[config.mk]
export PLATFORM = sky130hd
export DESIGN_NAME = mem_stage_lsu_flat
export DESIGN_NICKNAME = d
export VERILOG_FILES = /design/src/rtl/mem_stage_lsu_pkg.sv /design/src/rtl/mem_stage_lsu_if.sv /design/src/rtl/mem_stage_lsu_store_align.sv /design/src/rtl/mem_stage_lsu.sv /design/src/flat_wrapper.sv
export SDC_FILE = /design/constraint.sdc
export NUM_CORES = 1
export LEC_CHECK = 0
export ABC_AREA = 0
export ABC_CLOCK_PERIOD_IN_PS = 8800
export BUFFER_PORTS_ARGS = -buffer_cell sky130_fd_sc_hd__buf_2
export CAP_MARGIN = 20
export CORE_MARGIN = 2
export CORE_UTILIZATION = 50
export CTS_CLUSTER_SIZE = 8
export DETAILED_ROUTE_END_ITERATION = 7
export PLACE_DENSITY = 0.85
export SYNTH_ARGS = -nofsm -noshare
export SYNTH_HDL_FRONTEND = slang
export SYNTH_SLANG_ARGS = --single-unit
[constraint.sdc]
create_clock -name clk -period 8.8 [get_ports clk]
set_input_delay 1.76 -clock clk [delete_from_list [all_inputs] [get_ports clk]]
set_output_delay 1.76 -clock clk [all_outputs]
set_load 0.01 [all_outputs]
[src/rtl/mem_stage_lsu_pkg.sv]
// Shared types for the memory-stage load/store unit: FSM states and the
// rv32i load/store funct3 width codes.
package mem_stage_lsu_pkg;

  typedef enum logic [1:0] {
    IDLE   = 2'd0,
    ACCESS = 2'd1,
    DONE   = 2'd2
  } lsu_state_t;

  typedef enum logic [2:0] {
    LB  = 3'b000,
    LH  = 3'b001,
    LW  = 3'b010,
    LBU = 3'b100,
    LHU = 3'b101
  } load_funct3_t;

  typedef enum logic [2:0] {
    SB = 3'b000,
    SH = 3'b001,
    SW = 3'b010
  } store_funct3_t;

  localparam logic [3:0]  MBE_ALL    = 4'b1111;
  localparam logic [31:0] WDATA_ZERO = 32'h0000_0000;

  // funct3[1:0] is the access size for both loads and stores
  function automatic logic is_misaligned(input logic [2:0] funct3, input logic [1:0] off);
    logic mis;
    case (funct3[1:0])
      2'b01:   mis = off[0];
      2'b10:   mis = (off != 2'b00);
      default: mis = 1'b0;
    endcase
    return mis;
  endfunction

endpackage

[src/rtl/mem_stage_lsu_if.sv]
// Data-cache port between the load/store unit (master) and the cache (slave).
interface mem_stage_lsu_if;
  logic        data_read;
  logic        data_write;
  logic [31:0] data_addr;
  logic [3:0]  data_mbe;
  logic [31:0] data_wdata;
  logic        data_resp;
  logic [31:0] data_rdata;

  modport master (
    output data_read, data_write, data_addr, data_mbe, data_wdata,
    input  data_resp, data_rdata
  );

  modport slave (
    input  data_read, data_write, data_addr, data_mbe, data_wdata,
    output data_resp, data_rdata
  );
endinterface

[src/rtl/mem_stage_lsu_store_align.sv]
// Store lane steering: byte mask and replicated write data from the width
// code and address offset, plus the misalignment flag shared with loads.
module mem_stage_lsu_store_align
  import mem_stage_lsu_pkg::*;
(
  input  logic [2:0]  funct3_i,
  input  logic [1:0]  addr_lo_i,
  input  logic [31:0] store_data_i,
  output logic [3:0]  mbe_o,
  output logic [31:0] wdata_o,
  output logic        mis_o
);

  always_comb begin
    mbe_o   = 4'b0000;
    wdata_o = WDATA_ZERO;
    case (store_funct3_t'(funct3_i))
      SB: begin
        mbe_o   = 4'b0001 << addr_lo_i;
        wdata_o = {4{store_data_i[7:0]}};
      end
      SH: begin
        mbe_o   = 4'b0011 << {addr_lo_i[1], 1'b0};
        wdata_o = {2{store_data_i[15:0]}};
      end
      SW: begin
        mbe_o   = MBE_ALL;
        wdata_o = store_data_i;
      end
      default: begin
        mbe_o   = 4'b0000;
        wdata_o = WDATA_ZERO;
      end
    endcase
  end

  assign mis_o = is_misaligned(funct3_i, addr_lo_i);

endmodule

[src/rtl/mem_stage_lsu.sv]
// Memory-stage LSU: issues one held cache request per load/store, stalls the
// pipeline until the cache responds, and latches the load word and offset.
module mem_stage_lsu
  import mem_stage_lsu_pkg::*;
(
  input  logic                  clk,
  input  logic                  rst,
  input  logic                  mem_valid,
  input  logic                  mem_read,
  input  logic                  mem_write,
  input  logic [2:0]            funct3,
  input  logic [31:0]           addr,
  input  logic [31:0]           store_data,
  mem_stage_lsu_if.master       dbus,
  output logic                  stall,
  output logic [31:0]           load_word,
  output logic [1:0]            load_offset,
  output logic                  misalign
);

  lsu_state_t  state_q;
  logic        read_q, write_q, misalign_q;
  logic [31:0] addr_q, wdata_q, load_word_q;
  logic [3:0]  mbe_q;
  logic [1:0]  off_q, load_offset_q;

  logic        op_s, mis_s;
  logic [3:0]  st_mbe_s, mbe_d;
  logic [31:0] st_wdata_s, wdata_d;

  mem_stage_lsu_store_align u_store_align (
    .funct3_i     (funct3),
    .addr_lo_i    (addr[1:0]),
    .store_data_i (store_data),
    .mbe_o        (st_mbe_s),
    .wdata_o      (st_wdata_s),
    .mis_o        (mis_s)
  );

  assign op_s    = mem_valid & (mem_read | mem_write);
  assign mbe_d   = mem_write ? st_mbe_s : MBE_ALL;
  assign wdata_d = mem_write ? st_wdata_s : WDATA_ZERO;
  assign stall   = op_s & ~mis_s & (state_q != DONE);

  always_ff @(posedge clk or posedge rst) begin
    if (rst) begin
      state_q       <= IDLE;
      read_q        <= 1'b0;
      write_q       <= 1'b0;
      misalign_q    <= 1'b0;
      addr_q        <= 32'h0000_0000;
      mbe_q         <= 4'b0000;
      wdata_q       <= 32'h0000_0000;
      off_q         <= 2'b00;
      load_word_q   <= 32'h0000_0000;
      load_offset_q <= 2'b00;
    end else begin
      misalign_q <= 1'b0;
      case (state_q)
        IDLE: begin
          if (op_s && !mis_s) begin
            read_q  <= ~mem_write;
            write_q <= mem_write;
            addr_q  <= {addr[31:2], 2'b00};
            mbe_q   <= mbe_d;
            wdata_q <= wdata_d;
            off_q   <= addr[1:0];
            state_q <= ACCESS;
          end else if (op_s && mis_s) begin
            misalign_q <= 1'b1;
          end
        end
        ACCESS: begin
          // request fields stay frozen here regardless of pipeline inputs
          if (dbus.data_resp) begin
            read_q  <= 1'b0;
            write_q <= 1'b0;
            if (read_q) begin
              load_word_q   <= dbus.data_rdata;
              load_offset_q <= off_q;
            end
            state_q <= DONE;
          end
        end
        DONE:    state_q <= IDLE;
        default: state_q <= IDLE;
      endcase
    end
  end

  assign dbus.data_read  = read_q;
  assign dbus.data_write = write_q;
  assign dbus.data_addr  = addr_q;
  assign dbus.data_mbe   = mbe_q;
  assign dbus.data_wdata = wdata_q;
  assign load_word       = load_word_q;
  assign load_offset     = load_offset_q;
  assign misalign        = misalign_q;

endmodule

[src/flat_wrapper.sv]
// flat-port wrapper written by rule: the top's interface ports become plain ports
module mem_stage_lsu_flat import mem_stage_lsu_pkg::*;
  (clk, rst, mem_valid, mem_read, mem_write, funct3, addr, store_data, stall, load_word, load_offset, misalign, dbus_data_read, dbus_data_write, dbus_data_addr, dbus_data_mbe, dbus_data_wdata, dbus_data_resp, dbus_data_rdata);
  mem_stage_lsu_if dbus_i ();
  input  logic clk;
  input  logic rst;
  input  logic mem_valid;
  input  logic mem_read;
  input  logic mem_write;
  input  logic [2:0] funct3;
  input  logic [31:0] addr;
  input  logic [31:0] store_data;
  output logic stall;
  output logic [31:0] load_word;
  output logic [1:0] load_offset;
  output logic misalign;
  output wire logic [$bits(dbus_i.data_read)-1:0] dbus_data_read;
  output wire logic [$bits(dbus_i.data_write)-1:0] dbus_data_write;
  output wire logic [$bits(dbus_i.data_addr)-1:0] dbus_data_addr;
  output wire logic [$bits(dbus_i.data_mbe)-1:0] dbus_data_mbe;
  output wire logic [$bits(dbus_i.data_wdata)-1:0] dbus_data_wdata;
  input wire logic [$bits(dbus_i.data_resp)-1:0] dbus_data_resp;
  input wire logic [$bits(dbus_i.data_rdata)-1:0] dbus_data_rdata;
  assign dbus_data_read = dbus_i.data_read;
  assign dbus_data_write = dbus_i.data_write;
  assign dbus_data_addr = dbus_i.data_addr;
  assign dbus_data_mbe = dbus_i.data_mbe;
  assign dbus_data_wdata = dbus_i.data_wdata;
  assign dbus_i.data_resp = dbus_data_resp;
  assign dbus_i.data_rdata = dbus_data_rdata;
  mem_stage_lsu u_core (.clk(clk), .rst(rst), .mem_valid(mem_valid), .mem_read(mem_read), .mem_write(mem_write), .funct3(funct3), .addr(addr), .store_data(store_data), .dbus(dbus_i), .stall(stall), .load_word(load_word), .load_offset(load_offset), .misalign(misalign));
endmodule
==> metrics.txt <==
P_leak 2.88 nW; hold-fix buffers at CTS 0; r2r setup slk 6.54 ns; vias in the first global route 3588; Fin Setup TNS 0 ns; WHS Path Cells 1; Die Wd 98.7 um; area delta synth->final 28.1%; pwr dens 271 nW/um^2; first-pass GRT wire length 17600 um; number of CTS-inserted buffers 9; fmax 207 MHz; boundary pin count 211; share of layout cells above drive strength 1 58.6%; vias per cell 5.67; total power 1.56 mW; clk_lat worst skew 0.36 ns; status finished, final reports clean; Slew HR 29.6%; DRC Markers 0; minimum clock period 4.82 ns; crit path DAT 3.06 ns; dpl hpwl 8240 um; Reg2Reg Depth 4; Die Area 9750 sq um; post-synthesis sequential element count 107; ANT cells 0; Avg Cell Area, Syn 14.5 sq um; most frequent cells in the layout buf_2, dfrtp_1, mux2_2; GPL Wtd Cong 0.850; DR iter-0 viols 149; Final Max Slew Viols 0; Post-Route Skew 0.0140 ns; Chip Height 98.7 um; CTS resizes 0; Clock transition at path regs 0.09 ns; synthesized area 4490 sq um; critical path endpoint category output port; Period Utilization, post-route 54.8%; Cells after Synth 309; endpoints failing setup 0; via count 3517; crit start category input port; overall routing resource usage 22.6%; CTS root buffer clkbuf_8; # clock sinks 107; critical path class in2out; most common cell after layout, fill and taps aside buf_2; hold path startpoint u_core.dbus.data_wdata[11]$_DFFE_PP0P_; RR Endpoint u_core.dbus.data_wdata[3]$_DFFE_PP0P_; Crit Reg-Reg Startpoint u_core.state_q[0]$_DFFE_PP0P_; routed wire length 11100 um; largest net degree at the start of global routing 61; Syn. warnings 0; drt pass-1 iters 4; VDD IR max 0.172 mV; grt ovf 0; Final Hold Fails 0; Initial Util 51.5%; CTS tree built; initial antenna violation count 0; core box area 8720 sq um; Final ANT Viol Nets 0; # Post-CTS Setup Buffers 0; sequential area share after synthesis 59.7%; Max Buffers Root-to-Sink 2; row cnt 34; H-tree depth 3; input/output buffers 208; Data required, critical path 7.04 ns; NumNets Final 615; Worst Tran Pin Value 1.05 ns; Hold Crit Endpoint u_core.dbus.data_wdata[11]$_DFFE_PP0P_; post-synthesis cell type count 36; max cap viols 0; unrepaired setup endpoints after global routing false; HP Class reg2reg; WL/cell 18.0 um; CP max FO 12
worst max-delay path: stages:
cell and delay (ns):
buf_2 0.09, inv_1 0.05, ha_1 0.34, o211a_2 0.37
nor4_1 0.26, buf_2 0.18
cells in the mapped netlist:
cell | count | area share (%)
a21oi_1 | 1 | 0.11
a22o_1 | 12 | 2.3
a22oi_1 | 12 | 2.0
a2bb2oi_1 | 4 | 0.78
a32o_1 | 28 | 6.2
and3_1 | 1 | 0.14
and3b_1 | 1 | 0.20
buf_1 | 1 | 0.084
buf_2 | 7 | 0.78
buf_4 | 3 | 0.50
buf_6 | 6 | 1.5
clkbuf_1 | 10 | 0.84
conb_1 | 1 | 0.084
dfrtp_1 | 107 | 60
ha_1 | 3 | 0.84
inv_1 | 5 | 0.42
mux2_1 | 1 | 0.25
mux2_2 | 64 | 16
mux2_4 | 1 | 0.33
nand2_1 | 4 | 0.33
nand2b_1 | 1 | 0.14
nand3b_1 | 1 | 0.17
nor2_1 | 1 | 0.084
nor2b_1 | 3 | 0.42
nor3_1 | 1 | 0.11
nor3b_1 | 1 | 0.17
nor4_1 | 1 | 0.14
nor4_2 | 1 | 0.28
nor4_4 | 1 | 0.47
o211a_2 | 1 | 0.22
o21ai_0 | 3 | 0.33
o21ba_2 | 2 | 0.45
o22ai_1 | 4 | 0.56
o2bb2ai_1 | 12 | 2.3
or2_2 | 2 | 0.28
or4_1 | 2 | 0.33
metrics by stage:
stage                     util [%]  instances  area [sq um]  hold slack, ns  setup slack [ns]
final                         65.9        620          5750           0.495              3.98
after detailed placement      63.6        603          5540           0.471              3.97
after global routing          65.9        620          5750           0.516              3.90
after CTS                     65.8        619          5740           0.494              3.96
after floorplan                  -        310          4490           0.477              4.22
after global placement        63.6        603          5540           0.464              4.01
sequential cells by signal, indices dropped and copies added (netlist names):
register	flops
u_core.dbus.data_mbe	4
u_core.off_q	2
u_core.load_offset	2
u_core.dbus.data_read	1
u_core.load_word	32
u_core.dbus.data_write	1
u_core.misalign	1
u_core.dbus.data_addr	30
u_core.state_q	2
u_core.dbus.data_wdata	32
logic make-up after synthesis:
family	share of synthesized area [%]
AO/OA/AOI/OAI	15.4
multiplexers	16.6
adder cells (fa/ha/maj)	0.836
buffers and inverters	4.13
AND/OR/NAND/NOR	3.26
flip-flops	59.7
other	0.0836
per-layer routing:
| metal | vias up | global-route usage [%] | routed length (um) |
|---|---|---|---|
| met5 | - | 0 | 0 |
| met4 | 0 | 8.54 | 212 |
| met3 | 17 | 6.31 | 891 |
| met2 | 175 | 36.8 | 5580 |
| met1 | 1754 | 29.1 | 4470 |
| li1 | 1571 | - | - |
power breakdown:
part	internal [mW]	total, mW	switching (mW)
combinational	0.268	0.520	0.253
clock	0.133	0.298	0.164
sequential	0.654	0.738	0.0841
total	1.05	1.56	0.501
cell type report:
| type | instances | area (sq um) |
|---|---|---|
| inverters | 5 | 21.3 |
| clock buffers | 11 | 131 |
| repair buffers | 213 | 1090 |
| well taps | 108 | 135 |
| flip-flops and latches | 107 | 2680 |
| clock inverters | 5 | 61.3 |
| multi-input cells | 171 | 1640 |
| fillers | 640 | 2970 |
worst max-delay path by stage:
stage / startpoint / endpoint / slack, ns / cells past startpoint
5_1_grt: funct3[0] / stall / 3.90 / 6
3_3_place_gp: funct3[0] / stall / 4.01 / 6
3_5_place_dp: funct3[0] / stall / 3.97 / 6
6_report: funct3[0] / stall / 3.98 / 6
4_1_cts: funct3[0] / stall / 3.96 / 6
2_1_floorplan: rst / u_core.dbus.data_addr[10]$_DFFE_PP0P_ / 4.22 / 1
No activity file was read; power rests on OpenSTA's default activity.
